[config.mk]
export PLATFORM = sky130hd
export DESIGN_NAME = result_scanner
export DESIGN_NICKNAME = d
export VERILOG_FILES = /design/src/rtl/result_scanner.sv
export SDC_FILE = /design/constraint.sdc
export NUM_CORES = 1
export LEC_CHECK = 0
export BUFFER_PORTS_ARGS = -buffer_cell sky130_fd_sc_hd__buf_4
export CORE_ASPECT_RATIO = 0.9
export CORE_MARGIN = 2
export CORE_UTILIZATION = 57
export DETAILED_ROUTE_END_ITERATION = 10
export HOLD_SLACK_MARGIN = 0.08
export PLACE_DENSITY = 0.84
export SLEW_MARGIN = 25
export SYNTH_ARGS = -nofsm -noshare
export SYNTH_HDL_FRONTEND = slang
export SYNTH_SLANG_ARGS = --single-unit
[constraint.sdc]
create_clock -name Clk -period 2.8 [get_ports Clk]
set_input_delay 0.14 -clock Clk [delete_from_list [all_inputs] [get_ports Clk]]
set_output_delay 0.14 -clock Clk [all_outputs]
set_load 0.05 [all_outputs]
[src/rtl/result_scanner.sv]
// result_scanner: post-sort readout of data memory to the display driver.
// Walks the words in address order and checks the first pass is non-decreasing.
module result_scanner #(
    parameter int N_WORDS = 10,
    parameter int ADDR_W  = 4,
    parameter int DATA_W  = 16,
    parameter int DWELL   = 50_000_000
) (
    input  logic               Clk,
    input  logic               Clr,
    input  logic               start,
    input  logic               auto_mode,
    input  logic               step,
    output logic               mem_rd_en,
    output logic [ADDR_W-1:0]  mem_rd_addr,
    input  logic [DATA_W-1:0]  mem_rd_data,
    output logic [DATA_W-1:0]  disp_data,
    output logic [N_WORDS-1:0] disp_led,
    output logic               disp_valid,
    output logic               busy,
    output logic               done,
    output logic               order_err
);

    localparam int CNT_W = (DWELL > 1) ? $clog2(DWELL) : 1;
    localparam logic [CNT_W-1:0] LAST_CNT = CNT_W'(DWELL - 1);
    localparam logic [ADDR_W-1:0] LAST_IDX = ADDR_W'(N_WORDS - 1);
    localparam logic [N_WORDS-1:0] LED_ADDR0 = {1'b1, {(N_WORDS-1){1'b0}}};

    typedef enum logic [1:0] {IDLE, READ, LATCH, SHOW} state_t;

    state_t            state;
    state_t            state_nxt;
    logic [ADDR_W-1:0] idx;
    logic [DATA_W-1:0] prev;
    logic              first_pass;
    logic [CNT_W-1:0]  cnt;
    logic              advance;
    logic              stop;

    // Leaving SHOW: dwell expired in auto mode, or a step pulse in manual mode.
    assign advance = (state == SHOW) && (auto_mode ? (cnt == LAST_CNT) : step);
    // Dropping start anywhere outside IDLE aborts the scan.
    assign stop    = (state != IDLE) && !start;
    assign mem_rd_addr = idx;

    // State register.
    always_ff @(posedge Clk) begin
        if (Clr) state <= IDLE;
        else     state <= state_nxt;
    end

    // Next-state selection; abort has priority over advance.
    always_comb begin
        state_nxt = state;
        unique case (state)
            IDLE:  if (start) state_nxt = READ;
            READ:  state_nxt = LATCH;
            LATCH: state_nxt = SHOW;
            SHOW:  if (advance) state_nxt = READ;
            default: state_nxt = IDLE;
        endcase
        if (stop) state_nxt = IDLE;
    end

    // Combinational outputs decoded from the state.
    always_comb begin
        mem_rd_en = (state == READ);
        busy      = (state != IDLE);
    end

    // Scan datapath: index, display registers, dwell counter, sticky flags.
    always_ff @(posedge Clk) begin
        if (Clr || stop) begin
            idx        <= '0;
            prev       <= '0;
            first_pass <= 1'b0;
            cnt        <= '0;
            disp_data  <= '0;
            disp_led   <= '0;
            disp_valid <= 1'b0;
            done       <= 1'b0;
            order_err  <= 1'b0;
        end else begin
            unique case (state)
                IDLE: begin
                    if (start) begin
                        idx        <= '0;
                        prev       <= '0;
                        first_pass <= 1'b1;
                        order_err  <= 1'b0;
                    end
                end
                LATCH: begin
                    disp_data  <= mem_rd_data;
                    disp_led   <= LED_ADDR0 >> idx;
                    disp_valid <= 1'b1;
                    if (first_pass && (idx != '0) && (mem_rd_data < prev))
                        order_err <= 1'b1;
                    prev <= mem_rd_data;
                    cnt  <= '0;
                end
                SHOW: begin
                    if (advance) begin
                        if (idx == LAST_IDX) begin
                            idx <= '0;
                            if (first_pass) begin
                                done       <= 1'b1;
                                first_pass <= 1'b0;
                            end
                        end else begin
                            idx <= idx + 1'b1;
                        end
                    end else if (auto_mode) begin
                        cnt <= cnt + 1'b1;
                    end
                end
                default: ;
            endcase
        end
    end

endmodule

==> Yosys cells after proc, flatten, opt, wreduce, memory -nomap -nowiden <==
Cells that the tools add are included.
{ "totals": {"ff_bits": 78, "latch_bits": 0, "ramBits": 0, "mem_bits_ro": 0, "inputBits": 21, "output_inout_bits": 35, "wordCells": 65, "n_memories": 0} }
{ "op_classes": {"n_addsub": 2, "multipliers": 0, "div_mod_pow": 0, "order_cmp": 1, "n_eq_ne": 11, "shift": 1, "n_mux": 20, "n_bitwise": 0, "reduce_logical": 20} }
{ "ops": {"columns": ["operator", "n"], "rows": [
  ["$mux 26", 2],
  ["$pmux 26 s2", 1],
  ["$pmux 16 s2", 1],
  ["$add 26x1->26 const B", 1],
  ["$eq 26x26->1 const B", 1],
  ["$lt 16x16->1", 1],
  ["$mux 16", 1],
  ["$mux 4", 3],
  ["$ne 2x2->1 const B", 5],
  ["$shr 10x4->10 const A", 1],
  ["$reduce_and 3->1", 3],
  ["$pmux 2 s4", 1],
  ["$pmux 4 s2", 1],
  ["$reduce_and 4->1", 2],
  ["$reduce_bool 2->1", 4],
  ["$mux 1", 6],
  ["$add 4x1->4 const B", 1],
  ["$eq 2x2->1 const B", 2],
  ["$eq 4x4->1 const B", 1],
  ["$logic_and 1x1->1", 4],
  ["$mux 2", 2],
  ["$pmux 1 s2", 2],
  ["$reduce_and 2->1", 2],
  ["$reduce_bool 4->1", 1],
  ["other kinds (6)", 6]
]} }

==> Logic depth before layout (Yosys ltp) <==
{ "logic_depth": {"word_depth": 5, "mapped_depth": 8, "depth_no_buf": 7} }

==> Worst setup path after synthesis <==
No wires, ideal clock.
{ "synth_timing": {"path_type": "register -> register", "start": "register state[0]", "end": "register prev[10]", "setup_ns": 0.065, "arrival_ns": 1.965, "t_required_ns": 2.735, "slack_ns": 0.770, "path_stages_with_launch": 9, "n_path_buf": 1, "period_less_slack_ns": 2.030, "path_cell_list": "dfxtp_1 > inv_1 > ha_1 > inv_1 > nand2_1 > o21ai_1 > clkbuf_1 > a22oi_1 > nor2_1"} }
{ "synth_between": {"elab_chain_cells": 3, "elab_cells_between_ends": 9, "cone_classes": "2 x eq/ne; 1 x mux; 6 x reduce/logical"} }
{ "synth_lines": {"columns": ["element", "line_no", "rtl"], "rows": [
  ["from (decl)", "32", "state_t state;"],
  ["from (signal assigned)", "50", "else state <= state_nxt;"],
  ["$reduce_bool 2->1", null, null],
  ["named net busy", "20", "output logic busy,"],
  ["$logic_and 1x1->1", "44", "assign stop = (state != IDLE) && !start;"],
  ["$logic_or 1x1->1", "74", "if (Clr || stop) begin"],
  ["to (signal assigned)", "100", "prev <= mem_rd_data;"],
  ["to (decl)", "35", "logic [DATA_W-1:0] prev;"]
]} }
The timed path passes the listed nets, and every way through them passes these cells.
A chain may end at the register's enable or synchronous reset.

==> Final worst setup path <==
{ "layout_timing": {"start": "register state[0]", "end": "register cnt[24]"} }
{ "layout_between": {"elab_chain_cells": 4, "elab_cells_between_ends": 11, "cone_classes": "4 x eq/ne; 1 x mux; 6 x reduce/logical"} }
{ "layout_lines": {"columns": ["element", "line_no", "rtl"], "rows": [
  ["$eq 2x2->1", "42, 85", null],
  ["$logic_and 1x1->1", "42", "assign advance = (state == SHOW) && (auto_mode ? (cnt == LAST_CNT) : step);"],
  ["$ne 2x2->1 (no source line)", null, null],
  ["$reduce_and 3->1 (no source line)", null, null],
  ["to (signal assigned)", "115", "cnt <= cnt + 1'b1;"],
  ["to (decl)", "37", "logic [CNT_W-1:0] cnt;"]
]} }
Parallel ways exist; a longest one is shown, timed or not.

==> flow_summary.yaml <==
status:
  status: "complete, no violations"
layout:
  nNetsFinal: 558
  nFillCells: 498
  area_growth_syn_to_layout_pct: 21.3
  drive_above_1_share: 0.171
  n_antenna_cell: 0
  layoutNonFillerInstCount: 609
placement:
  gp_congestion: 0.829
  post-place-ws_ns: 0.488
  dp_hpwl_um: 6120
  io_buffers: 55
  placed_cells_incl_taps: 577
sta:
  fin_crit_ns: 2.31
  fmax_mhz: 433
  setup_viol: 0
  worst_pin_slew_ns: 0.608
  relSlewSlack: 0.595
  fin_crit_sh: 0.825
  report.final.slew_viol_count: 0
  whs_ns: 0.112
  clock_skew_ns: 0.00732
  hold_viol: 0
  setup-tns-final_ns: 0
  rsz0062_at_grt: "false"
  worst_slack_ns: 0.490
synth:
  synth_edf_count: 0
  netlist_area_um2: 3920
  yosys_warnings: 0
  postSynthCellCount: 448
  avgSynthCellArea_um2: 8.74
  ys_seq_area_frac: 0.399
  ys.flop_type: "dfxtp_1"
  synth_nets: 492
  synth-seq-cells: 78
  async_flop_share: 0
  synth.distinct_cells: 58
power_and_ir_drop:
  clkPwrFrac: 0.257
  internal-power_mw: 1.98
  p_leak_nw: 1.77
  p_sw_frac: 0.380
  netSwitchingPower_mw: 1.22
  comb_power_share: 0.354
  seqPwrFrac: 0.389
  vdd_drop_max_uv: 533
  p_per_area_nw_per_um2: 675
setup_path:
  critPathArrivalTime_ns: 2.57
  cp_cell_sequence: "ha_1 -> nand2_1 -> a21boi_0 -> a31o_4 -> or4_1 -> mux2i_1"
  slowest_stage: "or4_1"
  cp-start-kind: "register"
  endpoint_kind: "register"
  setup.worst_path.start: "state[0]$_SDFFE_PP0P_"
  critPathMaxFanout: 19
  critPathKind: "reg -> reg"
  timing.rr.start: "state[0]$_SDFFE_PP0P_"
  critical_path_required_ns: 3.06
  cpPeakStageDelay_ns: 0.51
drt:
  vias: 3466
  antenna_left: 0
  viasPerCell: 5.69
  drtPass1Iterations: 6
  drc: 0
  wl_um: 9130
  drtIter0Drc: 249
  wl_per_cell_um: 15.0
clock_network:
  clockBufferDepth: 2
  path_clk_slew_ns: 0.08
  tritoncts: "built"
  cts_max_level: 3
  cts.sinks: 78
  cts_setup_buffers: 0
  insertion_delay_ns: 0.36
  root_buffer: "clkbuf_8"
  cts-buffers-inserted: 9
hold_path:
  min_from: "Clr"
  worstHoldPathType: "in -> reg"
die:
  dieArea_um2: 7550
  fp-row-count: 28
  core_um2: 6620
  die_h_um: 82.6
  initial_core_util: 0.591
  ios: 56
  die_w_um: 91.4
global_routing:
  grt_overflow: 0
  grt_pass1_vias: 3111
  grt_max_degree: 32
  grt_use_total: 0.246
  grt_antenna_before_repair: 0
  grt_pass1_wl_um: 14700
run:
  max_cap_violations: 0
==> logic make-up after synthesis <==
group	share of synthesized area
buffers and inverters	0.0489
AND/OR/NAND/NOR	0.230
multiplexers	0.0694
AO/OA/AOI/OAI	0.159
flip-flops	0.399
adder cells (fa/ha/maj)	0.0735
XOR/XNOR	0.0201
==> layout make-up <==
cell class | instances | area, um^2 | area share
tap | 90 | 113 | 0.0237
sequential | 78 | 1560 | 0.329
multi-input combinational | 322 | 2170 | 0.457
timing repair buffer | 77 | 618 | 0.130
inverter | 26 | 97.6 | 0.0206
clock buffer | 10 | 128 | 0.0269
clock inverter | 6 | 62.6 | 0.0132
==> Yosys cell counts, types with 7 or more instances <==
| library cell | instances | share of area |
|---|---|---|
| a21oi_1 | 22 | 0.028 |
| a22oi_1 | 17 | 0.033 |
| and3_1 | 7 | 0.011 |
| clkbuf_1 | 12 | 0.012 |
| dfxtp_1 | 78 | 0.40 |
| ha_1 | 23 | 0.074 |
| inv_1 | 26 | 0.025 |
| mux2i_1 | 26 | 0.066 |
| nand2_1 | 28 | 0.027 |
| nand2b_1 | 12 | 0.019 |
| nand3_1 | 19 | 0.024 |
| nor2_1 | 60 | 0.058 |
| nor4_1 | 7 | 0.011 |
| xnor2_1 | 9 | 0.020 |
==> timing repair <==
action / CTS / global route
hold buffers: 16 / 0
endpoints found under the hold margin: 30 / 0
resized for setup: 0 / 0
==> critical path: cells and delay by family (launching register included) <==
family	cells	cell delay [ns]
fa+ha+maj	1	0.45
compound gates	2	0.49
flops	1	0.43
mux	1	0.13
simple gates	2	0.71
==> registers in the layout (all words and copies together) (netlist names) <==
| signal | count |
|---|---|
| done | 1 |
| order_err | 1 |
| disp_led | 10 |
| state | 2 |
| prev | 16 |
| cnt | 26 |
| disp_data | 16 |
| disp_valid | 1 |
| mem_rd_addr | 4 |
| first_pass | 1 |
==> per-layer routing <==
metal | up-vias | GRT usage | part of all wire
li1 | 1726 | - | -
met1 | 1638 | 0.328 | 0.47
met2 | 84 | 0.393 | 0.46
met3 | 18 | 0.0499 | 0.058
met4 | 0 | 0.105 | 0.016
met5 | - | 0 | 0
==> stage by stage <==
step | utilization | instance area, um^2 | power (mW)
floorplan | - | 3920 | 2.08
global placement | 0.664 | 4400 | 2.34
detailed placement | 0.664 | 4400 | 2.37
CTS | 0.717 | 4750 | 3.22
global route | 0.717 | 4750 | 3.36
finish | 0.717 | 4750 | 3.20
==> final timing paths <==
check / to / slack (ns) / cells past startpoint
worst min-delay path: prev[5]$_SDFFE_PP0P_ / 0.11 / 2
worst max-delay path: cnt[24]$_SDFFE_PP0P_ / 0.49 / 6
worst max register to register: cnt[24]$_SDFFE_PP0P_ / 0.49 / 6
worst min register to register: disp_valid$_SDFFE_PP0P_ / 0.47 / 2
==> power by group through the flow <==
stage          Combinational (mW)  Sequential, mW  Clock, mW
2_1_floorplan               0.663            1.41          0
3_3_place_gp                 1.08            1.26          0
3_5_place_dp                 1.10            1.27          0
4_1_cts                      1.13            1.24      0.850
5_1_grt                      1.22            1.25      0.887
6_report                     1.13            1.25      0.825
==> placed cells by master, fill, tap and decap left out, types with 16 or more instances in the layout <==
cell           count
buf_4             61
nand2_1           28
a21oi_1           22
nand3_1           19
dfxtp_1           78
dlygate4sd3_1     16
ha_1              22
mux2i_1           26
a22oi_1           17
inv_1             26
nor2_1            60
Power figures use the tool's default switching activity.
